### src/rtl/dz_pkg.sv
// dz_pkg: shared definitions for the LED dot-matrix row-scan controller.
//   row_w()      : width of a row index (clog2, minimum 1)
//   cnt_w()      : width of a 0..n-1 counter (clog2, minimum 1)
//   blink_ph_e   : blink phase encoding (visible / off)
package dz_pkg;

  typedef enum logic {
    PH_VISIBLE = 1'b0,
    PH_OFF     = 1'b1
  } blink_ph_e;

  function automatic int row_w(input int rows);
    return (rows > 1) ? $clog2(rows) : 1;
  endfunction

  function automatic int cnt_w(input int n);
    return (n > 1) ? $clog2(n) : 1;
  endfunction

endpackage

### src/rtl/dz_scan_ctrl_if.sv
// dz_scan_ctrl_if: bundle between the game logic / pattern generator (master)
// and the row-scan controller (slave).
//   en, blink            : scan enable, blink mode enable
//   wr_en, wr_row,
//   wr_red, wr_green     : back-bank row write port
//   swap_req, swap_pend  : bank swap request / swap waiting for frame boundary
//   frame_start          : one-clk pulse when row 0 is first driven
//   row_n, col_r, col_g  : matrix pins (active-low rows, active-high columns)
interface dz_scan_ctrl_if #(
  parameter int ROWS = 8,
  parameter int COLS = 8
);
  import dz_pkg::*;

  localparam int RW = row_w(ROWS);

  logic            en;
  logic            wr_en;
  logic [RW-1:0]   wr_row;
  logic [COLS-1:0] wr_red;
  logic [COLS-1:0] wr_green;
  logic            swap_req;
  logic            swap_pend;
  logic            blink;
  logic            frame_start;
  logic [ROWS-1:0] row_n;
  logic [COLS-1:0] col_r;
  logic [COLS-1:0] col_g;

  modport master (
    output en, wr_en, wr_row, wr_red, wr_green, swap_req, blink,
    input  swap_pend, frame_start, row_n, col_r, col_g
  );

  modport slave (
    input  en, wr_en, wr_row, wr_red, wr_green, swap_req, blink,
    output swap_pend, frame_start, row_n, col_r, col_g
  );

endinterface

### src/rtl/dz_frame_buf.sv
// dz_frame_buf: double-buffered frame store, two banks of ROWS x {red, green}.
//   clk, rst             : clock, async active-high reset (clears both banks)
//   wr_en, wr_row,
//   wr_red, wr_green     : write into the back bank; out-of-range rows ignored
//   toggle               : swap front/back on this edge
//   rd_row               : front-bank row to read
//   rd_red, rd_green     : front-bank row contents (combinational)
module dz_frame_buf
  import dz_pkg::*;
#(
  parameter int ROWS = 8,
  parameter int COLS = 8,
  parameter int RW   = row_w(ROWS)
) (
  input  logic            clk,
  input  logic            rst,
  input  logic            wr_en,
  input  logic [RW-1:0]   wr_row,
  input  logic [COLS-1:0] wr_red,
  input  logic [COLS-1:0] wr_green,
  input  logic            toggle,
  input  logic [RW-1:0]   rd_row,
  output logic [COLS-1:0] rd_red,
  output logic [COLS-1:0] rd_green
);

  typedef struct packed {
    logic [COLS-1:0] red;
    logic [COLS-1:0] green;
  } pair_t;

  localparam logic [RW:0] ROWS_EXT = (RW + 1)'(ROWS);

  pair_t mem [2][ROWS];
  logic  front;
  logic  back;
  logic  wr_ok;

  assign back  = ~front;
  assign wr_ok = wr_en && ({1'b0, wr_row} < ROWS_EXT);

  // The write targets the pre-edge back bank, so a write coinciding with a
  // swap lands in the bank that becomes the front.
  always_ff @(posedge clk or posedge rst) begin
    if (rst) begin
      front <= 1'b0;
      for (int b = 0; b < 2; b++) begin
        for (int r = 0; r < ROWS; r++) begin
          mem[b][r] <= '0;
        end
      end
    end else begin
      if (toggle) begin
        front <= ~front;
      end
      if (wr_ok) begin
        mem[back][wr_row] <= '{red: wr_red, green: wr_green};
      end
    end
  end

  assign rd_red   = mem[front][rd_row].red;
  assign rd_green = mem[front][rd_row].green;

endmodule

### src/rtl/dz_scan_ctrl.sv
// dz_scan_ctrl: row-scan driver for a ROWS x COLS bicolour LED dot matrix.
//   clk, rst : clock, async active-high reset
//   bus      : dz_scan_ctrl_if slave (enable, write port, swap handshake,
//              blink, frame_start and the row/column pins)
// Each row gets a DIV-clock slot whose first DEAD clocks have columns blanked.
// Bank swaps and blink-phase changes only happen at the wrap from the last
// row back to row 0, so the display never tears. All pins are registered and
// lag the scan counters by one clock.
module dz_scan_ctrl
  import dz_pkg::*;
#(
  parameter int ROWS     = 8,
  parameter int COLS     = 8,
  parameter int DIV      = 50000,
  parameter int DEAD     = 4,
  parameter int BLINK_FR = 64
) (
  input logic           clk,
  input logic           rst,
  dz_scan_ctrl_if.slave bus
);

  localparam int RW = row_w(ROWS);
  localparam int DW = cnt_w(DIV);
  localparam int FW = cnt_w(BLINK_FR);

  localparam logic [ROWS-1:0] ROW0_HOT = ROWS'(1);

  logic [DW-1:0]   div_cnt;
  logic [RW-1:0]   row_idx;
  logic [FW-1:0]   frame_cnt;
  blink_ph_e       phase;
  logic            slot_end;
  logic            wrap;
  logic            toggle;
  logic [COLS-1:0] rd_red;
  logic [COLS-1:0] rd_green;

  assign slot_end = bus.en && (div_cnt == DW'(DIV - 1));
  assign wrap     = slot_end && (row_idx == RW'(ROWS - 1));
  assign toggle   = wrap && bus.swap_pend;

  dz_frame_buf #(
    .ROWS (ROWS),
    .COLS (COLS),
    .RW   (RW)
  ) u_frame_buf (
    .clk      (clk),
    .rst      (rst),
    .wr_en    (bus.wr_en),
    .wr_row   (bus.wr_row),
    .wr_red   (bus.wr_red),
    .wr_green (bus.wr_green),
    .toggle   (toggle),
    .rd_row   (row_idx),
    .rd_red   (rd_red),
    .rd_green (rd_green)
  );

  always_ff @(posedge clk or posedge rst) begin
    if (rst) begin
      div_cnt         <= '0;
      row_idx         <= '0;
      frame_cnt       <= '0;
      phase           <= PH_VISIBLE;
      bus.swap_pend   <= 1'b0;
      bus.frame_start <= 1'b0;
      bus.row_n       <= '1;
      bus.col_r       <= '0;
      bus.col_g       <= '0;
    end else begin
      // A request arriving on the completing edge is dropped: pend is still
      // high there, and a second swap would need a fresh request.
      if (toggle) begin
        bus.swap_pend <= 1'b0;
      end else if (bus.swap_req) begin
        bus.swap_pend <= 1'b1;
      end

      if (!bus.en) begin
        div_cnt         <= '0;
        row_idx         <= '0;
        frame_cnt       <= '0;
        phase           <= PH_VISIBLE;
        bus.frame_start <= 1'b0;
        bus.row_n       <= '1;
        bus.col_r       <= '0;
        bus.col_g       <= '0;
      end else begin
        if (slot_end) begin
          div_cnt <= '0;
          row_idx <= wrap ? '0 : row_idx + RW'(1);
        end else begin
          div_cnt <= div_cnt + DW'(1);
        end

        if (!bus.blink) begin
          frame_cnt <= '0;
          phase     <= PH_VISIBLE;
        end else if (wrap) begin
          if (frame_cnt == FW'(BLINK_FR - 1)) begin
            frame_cnt <= '0;
            phase     <= (phase == PH_VISIBLE) ? PH_OFF : PH_VISIBLE;
          end else begin
            frame_cnt <= frame_cnt + FW'(1);
          end
        end

        bus.row_n       <= ~(ROW0_HOT << row_idx);
        bus.frame_start <= (row_idx == '0) && (div_cnt == '0);
        if ((div_cnt < DW'(DEAD)) || (phase == PH_OFF)) begin
          bus.col_r <= '0;
          bus.col_g <= '0;
        end else begin
          bus.col_r <= rd_red;
          bus.col_g <= rd_green;
        end
      end
    end
  end

endmodule

### src/flat_wrapper.sv
// flat-port wrapper written by rule: the top's interface ports become plain ports
module dz_scan_ctrl_flat import dz_pkg::*;
#(
  parameter int ROWS     = 8,
  parameter int COLS     = 8,
  parameter int DIV      = 50000,
  parameter int DEAD     = 4,
  parameter int BLINK_FR = 64
)
  (clk, rst, bus_en, bus_wr_en, bus_wr_row, bus_wr_red, bus_wr_green, bus_swap_req, bus_blink, bus_swap_pend, bus_frame_start, bus_row_n, bus_col_r, bus_col_g);
  dz_scan_ctrl_if #(.ROWS(ROWS), .COLS(COLS)) bus_i ();
  input logic clk;
  input logic rst;
  input wire logic [$bits(bus_i.en)-1:0] bus_en;
  input wire logic [$bits(bus_i.wr_en)-1:0] bus_wr_en;
  input wire logic [$bits(bus_i.wr_row)-1:0] bus_wr_row;
  input wire logic [$bits(bus_i.wr_red)-1:0] bus_wr_red;
  input wire logic [$bits(bus_i.wr_green)-1:0] bus_wr_green;
  input wire logic [$bits(bus_i.swap_req)-1:0] bus_swap_req;
  input wire logic [$bits(bus_i.blink)-1:0] bus_blink;
  output wire logic [$bits(bus_i.swap_pend)-1:0] bus_swap_pend;
  output wire logic [$bits(bus_i.frame_start)-1:0] bus_frame_start;
  output wire logic [$bits(bus_i.row_n)-1:0] bus_row_n;
  output wire logic [$bits(bus_i.col_r)-1:0] bus_col_r;
  output wire logic [$bits(bus_i.col_g)-1:0] bus_col_g;
  assign bus_i.en = bus_en;
  assign bus_i.wr_en = bus_wr_en;
  assign bus_i.wr_row = bus_wr_row;
  assign bus_i.wr_red = bus_wr_red;
  assign bus_i.wr_green = bus_wr_green;
  assign bus_i.swap_req = bus_swap_req;
  assign bus_i.blink = bus_blink;
  assign bus_swap_pend = bus_i.swap_pend;
  assign bus_frame_start = bus_i.frame_start;
  assign bus_row_n = bus_i.row_n;
  assign bus_col_r = bus_i.col_r;
  assign bus_col_g = bus_i.col_g;
  dz_scan_ctrl #(.ROWS(ROWS), .COLS(COLS), .DIV(DIV), .DEAD(DEAD), .BLINK_FR(BLINK_FR)) u_core (.clk(clk), .rst(rst), .bus(bus_i));
endmodule
### config.mk
export PLATFORM = sky130hd
export DESIGN_NAME = dz_scan_ctrl_flat
export DESIGN_NICKNAME = d
export VERILOG_FILES = /design/src/rtl/dz_pkg.sv /design/src/rtl/dz_scan_ctrl_if.sv /design/src/rtl/dz_frame_buf.sv /design/src/rtl/dz_scan_ctrl.sv /design/src/flat_wrapper.sv
export SDC_FILE = /design/constraint.sdc
export NUM_CORES = 1
export LEC_CHECK = 0
export ABC_AREA = 1
export BUFFER_PORTS_ARGS = -buffer_cell sky130_fd_sc_hd__buf_2
export CORE_ASPECT_RATIO = 0.6
export CORE_MARGIN = 2
export CORE_UTILIZATION = 55
export DETAILED_ROUTE_END_ITERATION = 10
export MAX_ROUTING_LAYER = met4
export PLACE_DENSITY = 0.72
export SYNTH_ARGS = -nofsm -noshare
export SYNTH_HDL_FRONTEND = slang
export SYNTH_SLANG_ARGS = --single-unit
### constraint.sdc
create_clock -name clk -period 18.7 [get_ports clk]
set_clock_uncertainty 0.15 [all_clocks]
set_input_delay 3.74 -clock clk [delete_from_list [all_inputs] [get_ports clk]]
set_output_delay 3.74 -clock clk [all_outputs]
set_load 0.02 [all_outputs]
# Yosys cells after proc, flatten, opt, wreduce, memory -nomap -nowiden
# Cells that the tools add are included.
# totals
ff_bits	309
input_bits	25
output_inout_bits	26
word_cells	109
# classes
add_sub_neg	3
magnitude_cmp	7
n_eq_ne	6
n_shift	1
mux	33
bitwise_logic	6
reduce_logical	11
# op_table
op	n
128-bit 2-to-1 mux	4
256-bit bitwise mux	1
128-bit demux with 1-bit select	1
16-bit 2-to-1 mux	5
16-bit binary-select mux with 3-bit select	1
16-bit demux with 3-bit select	1
8-bit 2-to-1 mux	5
6-bit 2-to-1 mux	4
16-bit by 1-bit adder with 16-bit output, second input constant	1
16-bit equality test, second input constant	1
16-bit zero test	1
16-bit by 3-bit < comparator with 1-bit output, second input constant	1
3-bit 2-to-1 mux	3
4-bit >= comparator, second input constant	2
1-bit 2-to-1 mux	8
3-bit inverter with 4-bit output	2
8-bit inverter	1
1-bit by 3-bit << shifter with 8-bit output, first input constant	1
6-bit by 1-bit adder with 6-bit output, second input constant	1
6-bit equality test, second input constant	1
1-bit logical AND	6
3-bit by 2-bit != test with 1-bit output, second input constant	2
2-bit >= comparator, second input constant	2
4-bit by 1-bit < comparator with 1-bit output, second input constant	1
other kinds (10)	11

# Logic depth before layout (Yosys ltp)
# Gate-level depths: netlist of run 1.
# logic_depth
ltp_word	9
depth_mapped	9
ltp_nobuf	9

# By module
# From an unflattened synthesis of run 1, not the netlist that was laid out.
# unflattened
cells_unflattened	1963
hier_area_um2	14994.4
# modules_own_cells
mod	instances	cells_per_inst	area_per_inst_um2
dz_frame_buf	1	1667	12439.4
dz_scan_ctrl	1	296	2555.0

# Least setup slack after synthesis of run 1
# No wires, ideal clock.
# synth_path
path_type	input -> register
startpoint	input bus_wr_row[0]
endpoint	register u_core.u_frame_buf.mem[10] (netlist bit)
setup_ns	0.132
t_arrival_ns	4.620
t_required_ns	18.418
slack_ns	13.798
path_stages	7
path_buffers	3
cell_sequence	buf_2 nand3_1 or2_1 clkbuf_1 clkbuf_1 nand2_1 o21ai_0
# synth_via
elab_chain_len	8
word_cells_on_any_way	9
classes_between	order compare: 2; mux: 5; bitwise: 1; reduce/logical: 1
# synth_rtl
element	line_no	source
start: declaration	flat_wrapper.sv:16	input wire logic [$bits(bus_i.wr_row)-1:0] bus_wr_row;
3-bit inverter with 4-bit output (implied by the code) (*)	dz_frame_buf.sv:57	mem[back][wr_row] <= '{red: wr_red, green: wr_green};
4-bit >= comparator (implied by the code) or 4-bit by 1-bit < comparator with 1-bit output (tied branches)	dz_frame_buf.sv:57	
1-bit logical AND (implied by the code)	dz_frame_buf.sv:57	
16-bit 2-to-1 mux (implied by the code)	dz_frame_buf.sv:57	
16-bit demux with 3-bit select (*)	dz_frame_buf.sv:57	
128-bit 2-to-1 mux (implied by the code) (*)	dz_frame_buf.sv:57	
128-bit demux with 1-bit select (*)	dz_frame_buf.sv:57	
256-bit bitwise mux (*)	dz_frame_buf.sv:57	
end signal: indexed assignment	dz_frame_buf.sv:57	
end: declaration	dz_frame_buf.sv:34	pair_t mem [2][ROWS];
# Every way passes the cells marked *; elsewhere a longest branch is shown, timed or not.
# A chain may end at the register's enable or synchronous reset.

==> results.sh, run 1 <==
export IMPL_end_kind="flop"
export IMPL_cellPowerDensity_nw_per_um2=93.3
export IMPL_first_global_vias=11000
export IMPL_critPathKind="primary input to flop"
export IMPL_synth_xor_area_frac=0.00378
export IMPL_outcome="completed"
export IMPL_routed_via_density=5.68
export IMPL_synth_fa_ha_area_frac=0.00809
export IMPL_setup_tns_ns=0
export IMPL_drive_above_1_share=0.0816
export IMPL_rows=45
export IMPL_ys_ff_latch=309
export IMPL_ys_flop_type="dfrtp_1"
export IMPL_cts_root_buf="clkbuf_16"
export IMPL_grt_ovfl_total=0
export IMPL_synthCells=1716
export IMPL_p_sw_mw=0.343
export IMPL_intPower_mw=1.07
export IMPL_cp_slowest_stage_delay_ns=0.86
export IMPL_die_area_um2=26600
export IMPL_hp_class="flop to flop"
export IMPL_ys_warn_count=0
export IMPL_required_ns=19.00
export IMPL_antenna_found_initial=0
export IMPL_maxCapViolations=0
export IMPL_clkLatencyLatePin_ns=0.57
export IMPL_initialDrtViolationCount=1291
export IMPL_grt_max_degree=182
export IMPL_p_leak_nw=7.11
export IMPL_fin_crit_sh=0.280
export IMPL_cts_tree="built"
export IMPL_synth_most_common_cell="nand2_1"
export IMPL_synth_simple_area_share=0.259
export IMPL_tightest_slew_ns=1.21
export IMPL_pwr_share_clk=0.408
export IMPL_wl_um=36600
export IMPL_setup_viol=0
export IMPL_n_antenna_cell=0
export IMPL_cp_arrival_ns=5.53
export IMPL_grt_util_all_layers=0.292
export IMPL_ioPinCount=51
export IMPL_syn_mean_instance_area_um2=8.11
export IMPL_relSlewSlack=0.188
export IMPL_synth_largest_area_cell="dfrtp_1"
export IMPL_slew_violations=0
export IMPL_cp_max_fo=32
export IMPL_crit_path_start_kind="primary input"
export IMPL_gp_congestion=0.859
export IMPL_clock_sinks=309
export IMPL_p_comb_frac=0.060
export IMPL_fp_coreArea_um2=25100
export IMPL_final_net_count=1728
export IMPL_cp_slowest_cell="nand3_1"
export IMPL_ys_async_sr_fraction=1.00
export IMPL_die_w_um=209
export IMPL_start_util=0.555
export IMPL_post_route_min_period_ns=5.23
export IMPL_path_cells="buf_2, nand2_1, inv_1, nand3_1, o21ai_0"
export IMPL_clk_pin_slew_worst_paths_ns=0.07
export IMPL_cts_buffer_depth=3
export IMPL_drc=0
export IMPL_cts_setup_buffers=0
export IMPL_cts_resized=0
export IMPL_muxShareOfSynthArea=0
export IMPL_peakVddDrop_v=0.0000884
export IMPL_h_tree_depth=1
export IMPL_vias=11600
export IMPL_timing_fmax_mhz=191
export IMPL_syn_area_um2=13900
export IMPL_area_growth_pct=8.93
export IMPL_first_pass_iters=5
export IMPL_rsz0062_at_grt="false"
export IMPL_synth_area_top_cells="dfrtp_1 54%, nand2_1 14%, nand3_1 7.2%"
export IMPL_synth_top_family_by_area="simple AND/OR/NAND/NOR gates"
export IMPL_ys_seq_area_frac=0.557
export IMPL_postRouteAntennaNets=0
export IMPL_cts_buffers=29
export IMPL_hold_viol=0
export IMPL_routedWlPerCell_um=17.9
export IMPL_fp_dieH_um=127
export IMPL_ys_types=31
export IMPL_fin_cells=2045
export IMPL_synth_compound_area_share=0.119
export IMPL_synth_edf_count=0
export IMPL_power_frac_seq=0.532
export IMPL_yosys_top_cells_count="511 x nand2_1, 301 x dfrtp_1, 201 x nand3_1, 197 x o21ai_0, 148 x nor2_1"
export IMPL_port_buffers=50
export IMPL_dp_cells=1992
export IMPL_synth_top_area_frac=0.541
export IMPL_grt_pass1_wl_um=59900
export IMPL_syn_nets=1750
export IMPL_cts_hold_buf=0
export IMPL_dp_hpwl_um=20800
export IMPL_p_sw_frac=0.243
[stage by stage]
step | instance area (µm²) | setup WS [ns] | hold WS [ns] | power [mW] | utilization
3_3_place_gp | 14200 | 13.02 | 0.316 | 0.842 | 0.568
6_report | 15200 | 13.47 | 0.335 | 1.41 | 0.605
5_1_grt | 15200 | 13.21 | 0.351 | 1.47 | 0.605
4_1_cts | 15200 | 13.47 | 0.338 | 1.42 | 0.605
2_1_floorplan | 13900 | 6.28 | 0.303 | 0.821 | -
3_5_place_dp | 14200 | 12.89 | 0.322 | 0.849 | 0.568
[registers in the layout, summed over array words and instances, names as in the netlist]
signal	cells
u_core.bus.col_g	8
u_core.bus.col_r	8
u_core.bus.frame_start	1
u_core.bus.row_n	8
u_core.bus.swap_pend	1
u_core.div_cnt	16
u_core.frame_cnt	6
u_core.phase	1
u_core.row_idx	3
u_core.u_frame_buf.front	1
u_core.u_frame_buf.mem	256
[critical path: cells and delay by family]
kind            cells  cell delay [ns]
simple gates        2             0.99
compound gates      1             0.50
buf+inv             2             0.29
[logic make-up (layout without fill, tap and decap cells)]
group,count (synthesis),after routing
simple gates,880,880
compound gates,326,326
flops,309,309
buf+inv,186,186
fa+ha+maj,9,9
xor+xnor,6,6
[area by class of cell]
| cell class | instances | area, µm² |
|---|---|---|
| Multi-Input combinational cell | 1221 | 5430 |
| Inverter | 65 | 253 |
| Sequential cell | 309 | 7750 |
| Fill cell | 2209 | 9900 |
| Clock inverter | 14 | 101 |
| Timing Repair Buffer | 68 | 398 |
| Tap cell | 329 | 412 |
| Clock buffer | 39 | 813 |
[power by group through the flow]
| stage | clock network [mW] | logic, mW | registers, mW |
|---|---|---|---|
| 4_1_cts | 0.586 | 0.0861 | 0.751 |
| 3_5_place_dp | 0 | 0.0858 | 0.763 |
| 3_3_place_gp | 0 | 0.0814 | 0.761 |
| 5_1_grt | 0.616 | 0.101 | 0.758 |
| 2_1_floorplan | 0 | 0.0638 | 0.757 |
| 6_report | 0.576 | 0.0849 | 0.752 |
[worst paths after layout]
check                           slack, ns  cells past startpoint                   startpoint                     endpoint
worst max-delay path                13.47                      5                    bus_wr_en  u_core.u_frame_buf.mem[234]
worst min-delay path                 0.33                      2  u_core.u_frame_buf.mem[244]  u_core.u_frame_buf.mem[244]
max in group asynchronous           13.70                      3                          rst            u_core.row_idx[0]
min in group asynchronous            3.21                      2                          rst  u_core.u_frame_buf.mem[128]
worst max register to register      15.14                      6     u_core.u_frame_buf.front  u_core.u_frame_buf.mem[104]
worst min register to register       0.33                      2  u_core.u_frame_buf.mem[244]  u_core.u_frame_buf.mem[244]
[metal layers]
layer  global-route usage  up-vias  wire length (µm)
li1                     -     5532                 -
met1                0.422     5627             17100
met2                0.430      382             16100
met3               0.0514       65              2600
met4               0.0794        0               887
met5                    -        -                 0
[cells in the final DEF (no fill, tap or decap), drive strengths merged, types with 5 or more instances in the layout]
| master | Yosys | routed |
|---|---|---|
| nor3 | 9 | 9 |
| nand2 | 513 | 513 |
| nand3 | 201 | 201 |
| clkinv | 1 | 13 |
| inv | 64 | 64 |
| ha | 9 | 9 |
| dfrtp | 301 | 301 |
| xor2 | 5 | 5 |
| nor2 | 148 | 148 |
| clkbuf | 75 | 39 |
| dfstp | 8 | 8 |
| buf | 46 | 68 |
| o21ai | 197 | 197 |
| a21oi | 124 | 124 |
(Power assumes the default switching activity.)
==> run 2, diff against run 1 <==
Settings changed: ABC_AREA 1 to 0, PLACE_DENSITY 0.72 to 0.75.
Clock period 18.7 ns to 4.5 ns, I/O delays scaled along.
==> results.sh, run 2 <==
export IMPL_cts_hold_buf=0
export IMPL_drc=0
export IMPL_synthCells=902
export IMPL_fp_coreArea_um2=24300
export IMPL_required_ns=4.77
export IMPL_synth_top_area_frac=0.549
export IMPL_top_register="u_core.u_frame_buf.mem"
export IMPL_cp_max_fo=11
export IMPL_hold_viol=0
export IMPL_maxCapViolations=0
export IMPL_multi_input_area_um2=5730
export IMPL_die_area_um2=26300
export IMPL_start_util=0.564
export IMPL_first_pass_iters=4
export IMPL_outcome="completed"
export IMPL_yosys_top_cells_count="301 x dfrtp_1, 256 x mux2_2, 64 x mux4_2, 45 x clkbuf_1, 32 x mux2i_1"
export IMPL_setup_viol=0
export IMPL_cts_setup_buffers=0
export IMPL_ys_seq_area_frac=0.564
export IMPL_layout_commonest_cell="dfrtp_1"
export IMPL_ys_warn_count=0
export IMPL_area_growth_pct=12.7
export IMPL_slew_violations=0
export IMPL_most_common_layout_cells="299 x dfrtp_1, 256 x mux2_2, 64 x mux4_2, 50 x buf_2, 32 x mux2i_1"
export IMPL_cts_resized=0
export IMPL_grt_ovfl_total=0
export IMPL_rows=44
export IMPL_syn_mean_instance_area_um2=15.2
export IMPL_rsz0062_at_grt="false"
export IMPL_routedWlPerCell_um=23.0
export IMPL_postRouteAntennaNets=0
export IMPL_placed_area_um2=14400
export IMPL_syn_nets=936
export IMPL_grt_util_all_layers=0.239
export IMPL_synth_edf_count=0
export IMPL_grt_pass1_wl_um=47000
export IMPL_initialDrtViolationCount=502
export IMPL_total_power_mw=6.37
export IMPL_die_w_um=208
export IMPL_fp_dieH_um=126
export IMPL_synth_most_common_cell="dfrtp_1"
export IMPL_relSlewSlack=0.232
export IMPL_ys_types=44
export IMPL_largestRegisters="u_core.u_frame_buf.mem (256), u_core.div_cnt (16)"
export IMPL_first_global_vias=7983
export IMPL_clock_sinks=309
export IMPL_end_kind="flop"
export IMPL_clkLatencyLatePin_ns=0.55
export IMPL_cp_arrival_ns=3.25
export IMPL_gp_congestion=0.865
export IMPL_clk_pin_slew_worst_paths_ns=0.07
export IMPL_critPathKind="flop to flop"
export IMPL_largest_register_ffs=256
export IMPL_cp_top_family="simple AND/OR/NAND/NOR gates"
export IMPL_ys_ff_latch=309
export IMPL_final_net_count=973
export IMPL_ioPinCount=51
export IMPL_grt_max_degree=111
export IMPL_cp_slowest_stage_delay_ns=0.71
export IMPL_p_leak_nw=7.15
export IMPL_fin_area_um2=15500
export IMPL_routed_via_density=6.09
export IMPL_regArea_um2=7750
export IMPL_port_buffers=50
export IMPL_fillCellCount=1758
export IMPL_path_cells="or4_4, or4_1, nand3b_1, buf_4, o22ai_1"
export IMPL_tightest_slew_ns=1.15
export IMPL_setup_tns_ns=0
export IMPL_cts_tree="built"
export IMPL_cp_slowest_cell="nand3b_1"
export IMPL_fin_crit_sh=0.662
export IMPL_ys_async_sr_fraction=1.00
export IMPL_vias=7824
export IMPL_synth_area_top_cells="dfrtp_1 55%, mux2_2 21%, mux4_2 11%"
export IMPL_post_route_min_period_ns=2.98
export IMPL_peakVddDrop_v=0.000249
export IMPL_cts_root_buf="clkbuf_16"
export IMPL_drive_above_1_share=0.487
export IMPL_timing_fmax_mhz=335
export IMPL_cts_buffer_depth=3
export IMPL_cts_buffers=28
export IMPL_cp_num_buf_inv=1
export IMPL_antenna_found_initial=2
export IMPL_h_tree_depth=1
export IMPL_synth_largest_area_cell="dfrtp_1"
export IMPL_hp_class="flop to flop"
export IMPL_dp_hpwl_um=17900
export IMPL_cellPowerDensity_nw_per_um2=412
export IMPL_syn_area_um2=13700
export IMPL_crit_path_start_kind="flop"
export IMPL_wl_um=29600
export IMPL_ys_flop_type="dfrtp_1"
## run 2: cell types whose count changed after synthesis, moves of 15 or more
cell and change:
a21oi_1 -118, buf_2 -30, clkbuf_1 -30, inv_1 -56, mux2_2 +256, mux2i_1 +32, mux4_2 +64, nand2_1 -494
nand3_1 -186, nor2_1 -119, o21ai_0 -194, o22ai_1 +15
## run 2: worst register-to-register path: stages (launching register included)
cell and delay, ns:
dfrtp_1 0.43, or4_4 0.57, or4_1 0.61, nand3b_1 0.71
buf_4 0.28, o22ai_1 0.09
## run 2: where the power goes
group          leakage, nW  switching [mW]  total, mW  internal (mW)
logic                 2.59           0.182      0.422          0.239
registers             4.03           0.124       3.16           3.03
clock network        0.535            1.06       2.79           1.73
## run 2: final cells by class
| type | instances | area share |
|---|---|---|
| sequential | 309 | 0.501 |
| multi-input combinational | 523 | 0.371 |
| clock buffer | 36 | 0.0525 |
| timing repair buffer | 70 | 0.0283 |
| tap | 322 | 0.0261 |
| clock inverter | 16 | 0.0189 |
| inverter | 7 | 0.00194 |
| antenna | 2 | 0.000324 |
## run 2: cells by family after synthesis
| group | synth area share |
|---|---|
| AO/OA/AOI/OAI | 0.0185 |
| XOR/XNOR | 0.00830 |
| adder cells (fa/ha/maj) | 0.00821 |
| buffers and inverters | 0.0198 |
| flip-flops | 0.564 |
| multiplexers | 0.338 |
| AND/OR/NAND/NOR | 0.0426 |
## run 2: per-layer routing
metal | vias up | part of all wire | GRT usage | wire length (µm)
li1 | 3423 | - | - | -
met1 | 4174 | 0.48 | 0.352 | 14200
met2 | 177 | 0.44 | 0.342 | 13000
met3 | 50 | 0.059 | 0.0557 | 1750
met4 | 0 | 0.021 | 0.0534 | 635
met5 | - | 0 | - | 0
## run 2: stage by stage
step / instances / worst slack (ns) / util / hold WS [ns]
global route: 1285 / 1.44 / 0.635 / 0.363
CTS: 1283 / 1.54 / 0.635 / 0.353
floorplan: 902 / -0.656 / - / 0.318
global placement: 1231 / 1.54 / 0.590 / 0.332
detailed placement: 1231 / 1.45 / 0.590 / 0.339
finish: 1285 / 1.52 / 0.635 / 0.352
## run 2: worst paths after layout
check	slack [ns]	cells after the start	startpoint	end
setup / recovery	1.52	5	u_core.div_cnt[12]	u_core.bus.col_g[7]
hold / removal	0.35	1	u_core.u_frame_buf.mem[7]	u_core.u_frame_buf.mem[7]
setup reg to reg	1.52	5	u_core.div_cnt[12]	u_core.bus.col_g[7]
hold reg to reg	0.35	1	u_core.u_frame_buf.mem[7]	u_core.u_frame_buf.mem[7]
max in group asynchronous	2.75	3	rst	u_core.row_idx[1]
min in group asynchronous	0.38	2	rst	u_core.u_frame_buf.mem[11]
==> run 3, diff against run 2 <==
Settings changed: PLACE_DENSITY 0.75 to 0.72.
Clock period 4.5 ns to 2.8 ns, I/O delays scaled along.
==> results.sh, run 3 (synthesis gave the netlist of run 2 again) <==
export IMPL_slew_violations=0
export IMPL_critPathKind="flop to flop"
export IMPL_grt_util_all_layers=0.244
export IMPL_outcome="completed"
export IMPL_crit_cells=4
export IMPL_wl_um=29800
export IMPL_fp_dieH_um=126
export IMPL_r2r_end="u_core.frame_cnt[0]"
export IMPL_fp_coreArea_um2=24300
export IMPL_gp_congestion=0.835
export IMPL_reg2reg_depth=4
export IMPL_path_common_cell="or4_1"
export IMPL_ioPinCount=51
export IMPL_hp_class="primary input to flop"
export IMPL_timing_fmax_mhz=405
export IMPL_hold_viol=0
export IMPL_crit_path_start_kind="flop"
export IMPL_antenna_found_initial=1
export IMPL_cp_max_fo=5
export IMPL_setup_ws_ns=0.333
export IMPL_cp_arrival_ns=2.79
export IMPL_grt_pass1_wl_um=48200
export IMPL_grt_max_degree=110
export IMPL_grt_ovfl_total=0
export IMPL_h_tree_depth=1
export IMPL_relSlewSlack=0.579
export IMPL_top_register="u_core.u_frame_buf.mem"
export IMPL_cts_tree="built"
export IMPL_area_growth_pct=14.0
export IMPL_cellPowerDensity_nw_per_um2=635
export IMPL_cp_top_family="simple AND/OR/NAND/NOR gates"
export IMPL_rows=44
export IMPL_start_util=0.564
export IMPL_dp_hpwl_um=19000
export IMPL_cp_startpoint="u_core.div_cnt[12]"
export IMPL_vias=7968
export IMPL_routedWlPerCell_um=22.8
export IMPL_die_w_um=208
export IMPL_required_ns=3.12
export IMPL_tightest_slew_ns=0.631
export IMPL_largestRegisters="u_core.u_frame_buf.mem (256), u_core.div_cnt (16)"
export IMPL_peakVddDrop_v=0.000411
export IMPL_postRouteAntennaNets=0
export IMPL_rsz0062_at_grt="false"
export IMPL_critPathCapture="u_core.frame_cnt[0]"
export IMPL_drive_above_1_share=0.500
export IMPL_clk_pin_slew_worst_paths_ns=0.06
export IMPL_cts_setup_buffers=0
export IMPL_initialDrtViolationCount=611
export IMPL_hold_slack_ns=0.0635
export IMPL_cts_buffer_depth=3
export IMPL_post_route_min_period_ns=2.47
export IMPL_cts_buffers=29
export IMPL_routed_via_density=6.08
export IMPL_ff2ff_setup_slack_ns=0.33
export IMPL_largest_register_ffs=256
export IMPL_clock_sinks=309
export IMPL_first_pass_iters=5
export IMPL_die_area_um2=26300
export IMPL_reg2reg_from="u_core.div_cnt[12]"
export IMPL_first_global_vias=8155
export IMPL_fin_crit_sh=0.881
export IMPL_drc=0
export IMPL_layout_commonest_cell="dfrtp_1"
export IMPL_most_common_layout_cells="299 x dfrtp_1, 256 x mux2_2, 64 x mux4_2, 50 x buf_2, 36 x buf_4"
export IMPL_path_cells="or4_4, or4_1, or4_1, a21oi_1"
export IMPL_pre_cts_slack_ns=0.315
export IMPL_maxCapViolations=0
export IMPL_cts_root_buf="clkbuf_16"
export IMPL_final_net_count=1000
export IMPL_clkLatencyLatePin_ns=0.55
export IMPL_setup_viol=0
export IMPL_cp_slowest_stage_delay_ns=0.57
export IMPL_p_leak_nw=7.25
export IMPL_cp_slowest_cell="or4_4"
export IMPL_cp_num_buf_inv=0
export IMPL_port_buffers=50
export IMPL_end_kind="flop"
export IMPL_cts_resized=0
[run 3: cell count changes in the layout (fill, tap and decap cells not counted), sizes merged]
| cell | delta |
|---|---|
| clkinvlp | +3 |
| diode | -1 |
| inv | +1 |
| bufinv | -4 |
| buf | +25 |
| clkinv | +2 |
| clkbuf | -1 |
| dlygate4sd3 | +1 |
[run 3: layer usage]
layer / routed length [µm] / GRT usage
met1: 15000 / 0.378
met2: 13300 / 0.349
met3: 1160 / 0.0361
met4: 401 / 0.0451
met5: 0 / -
[run 3: per-stage QoR]
stage | power [mW] | area (µm²) | cells | setup TNS (ns) | util
after global routing | 10.3 | 15600 | 1311 | 0 | 0.643
after CTS | 10.0 | 15600 | 1310 | 0 | 0.643
after floorplan | 5.63 | 13700 | 902 | -614.23 | -
after global placement | 5.81 | 14600 | 1256 | 0 | 0.601
after detailed placement | 5.86 | 14600 | 1256 | 0 | 0.601
final | 9.93 | 15600 | 1311 | 0 | 0.643
[run 3: where the power goes]
group / switching (mW) / internal [mW] / leakage [nW]
Sequential: 0.204 / 4.88 / 4.03
Combinational: 0.300 / 0.396 / 2.74
Clock: 1.74 / 2.41 / 0.484
Total: 2.24 / 7.69 / 7.25
[run 3: worst min path at each step]
| stage | cells past startpoint | end | from | slack, ns |
|---|---|---|---|---|
| 2_1_floorplan | 1 | u_core.div_cnt[0] | u_core.div_cnt[0] | 0.32 |
| 3_3_place_gp | 1 | u_core.u_frame_buf.mem[109] | u_core.u_frame_buf.mem[109] | 0.33 |
| 3_5_place_dp | 1 | u_core.u_frame_buf.mem[29] | u_core.u_frame_buf.mem[29] | 0.34 |
| 4_1_cts | 2 | u_core.bus.swap_pend | bus_swap_req | 0.05 |
| 5_1_grt | 2 | u_core.bus.swap_pend | bus_swap_req | 0.07 |
| 6_report | 2 | u_core.bus.swap_pend | bus_swap_req | 0.06 |
[run 3: cell type report]
| class | count | area (µm²) |
|---|---|---|
| multi-input combinational | 523 | 5730 |
| inverter | 7 | 30.0 |
| tap | 322 | 403 |
| sequential | 309 | 7750 |
| clock buffer | 35 | 798 |
| fill | 1789 | 8690 |
| clock inverter | 18 | 220 |
| antenna | 1 | 2.50 |
| timing repair buffer | 96 | 711 |
[run 3: repair_timing]
action,4_1_cts,5_1_grt
endpoints found under the setup margin,0,0
hold endpoints to repair,2,0
hold buffers,1,0
[run 3: worst register-to-register path, delay by kind of cell (launching register included)]
family             cells  cell delay, ns
and+or+nand+nor        3            1.63
DFF                    1            0.44
AOI/OAI and AO/OA      1            0.17
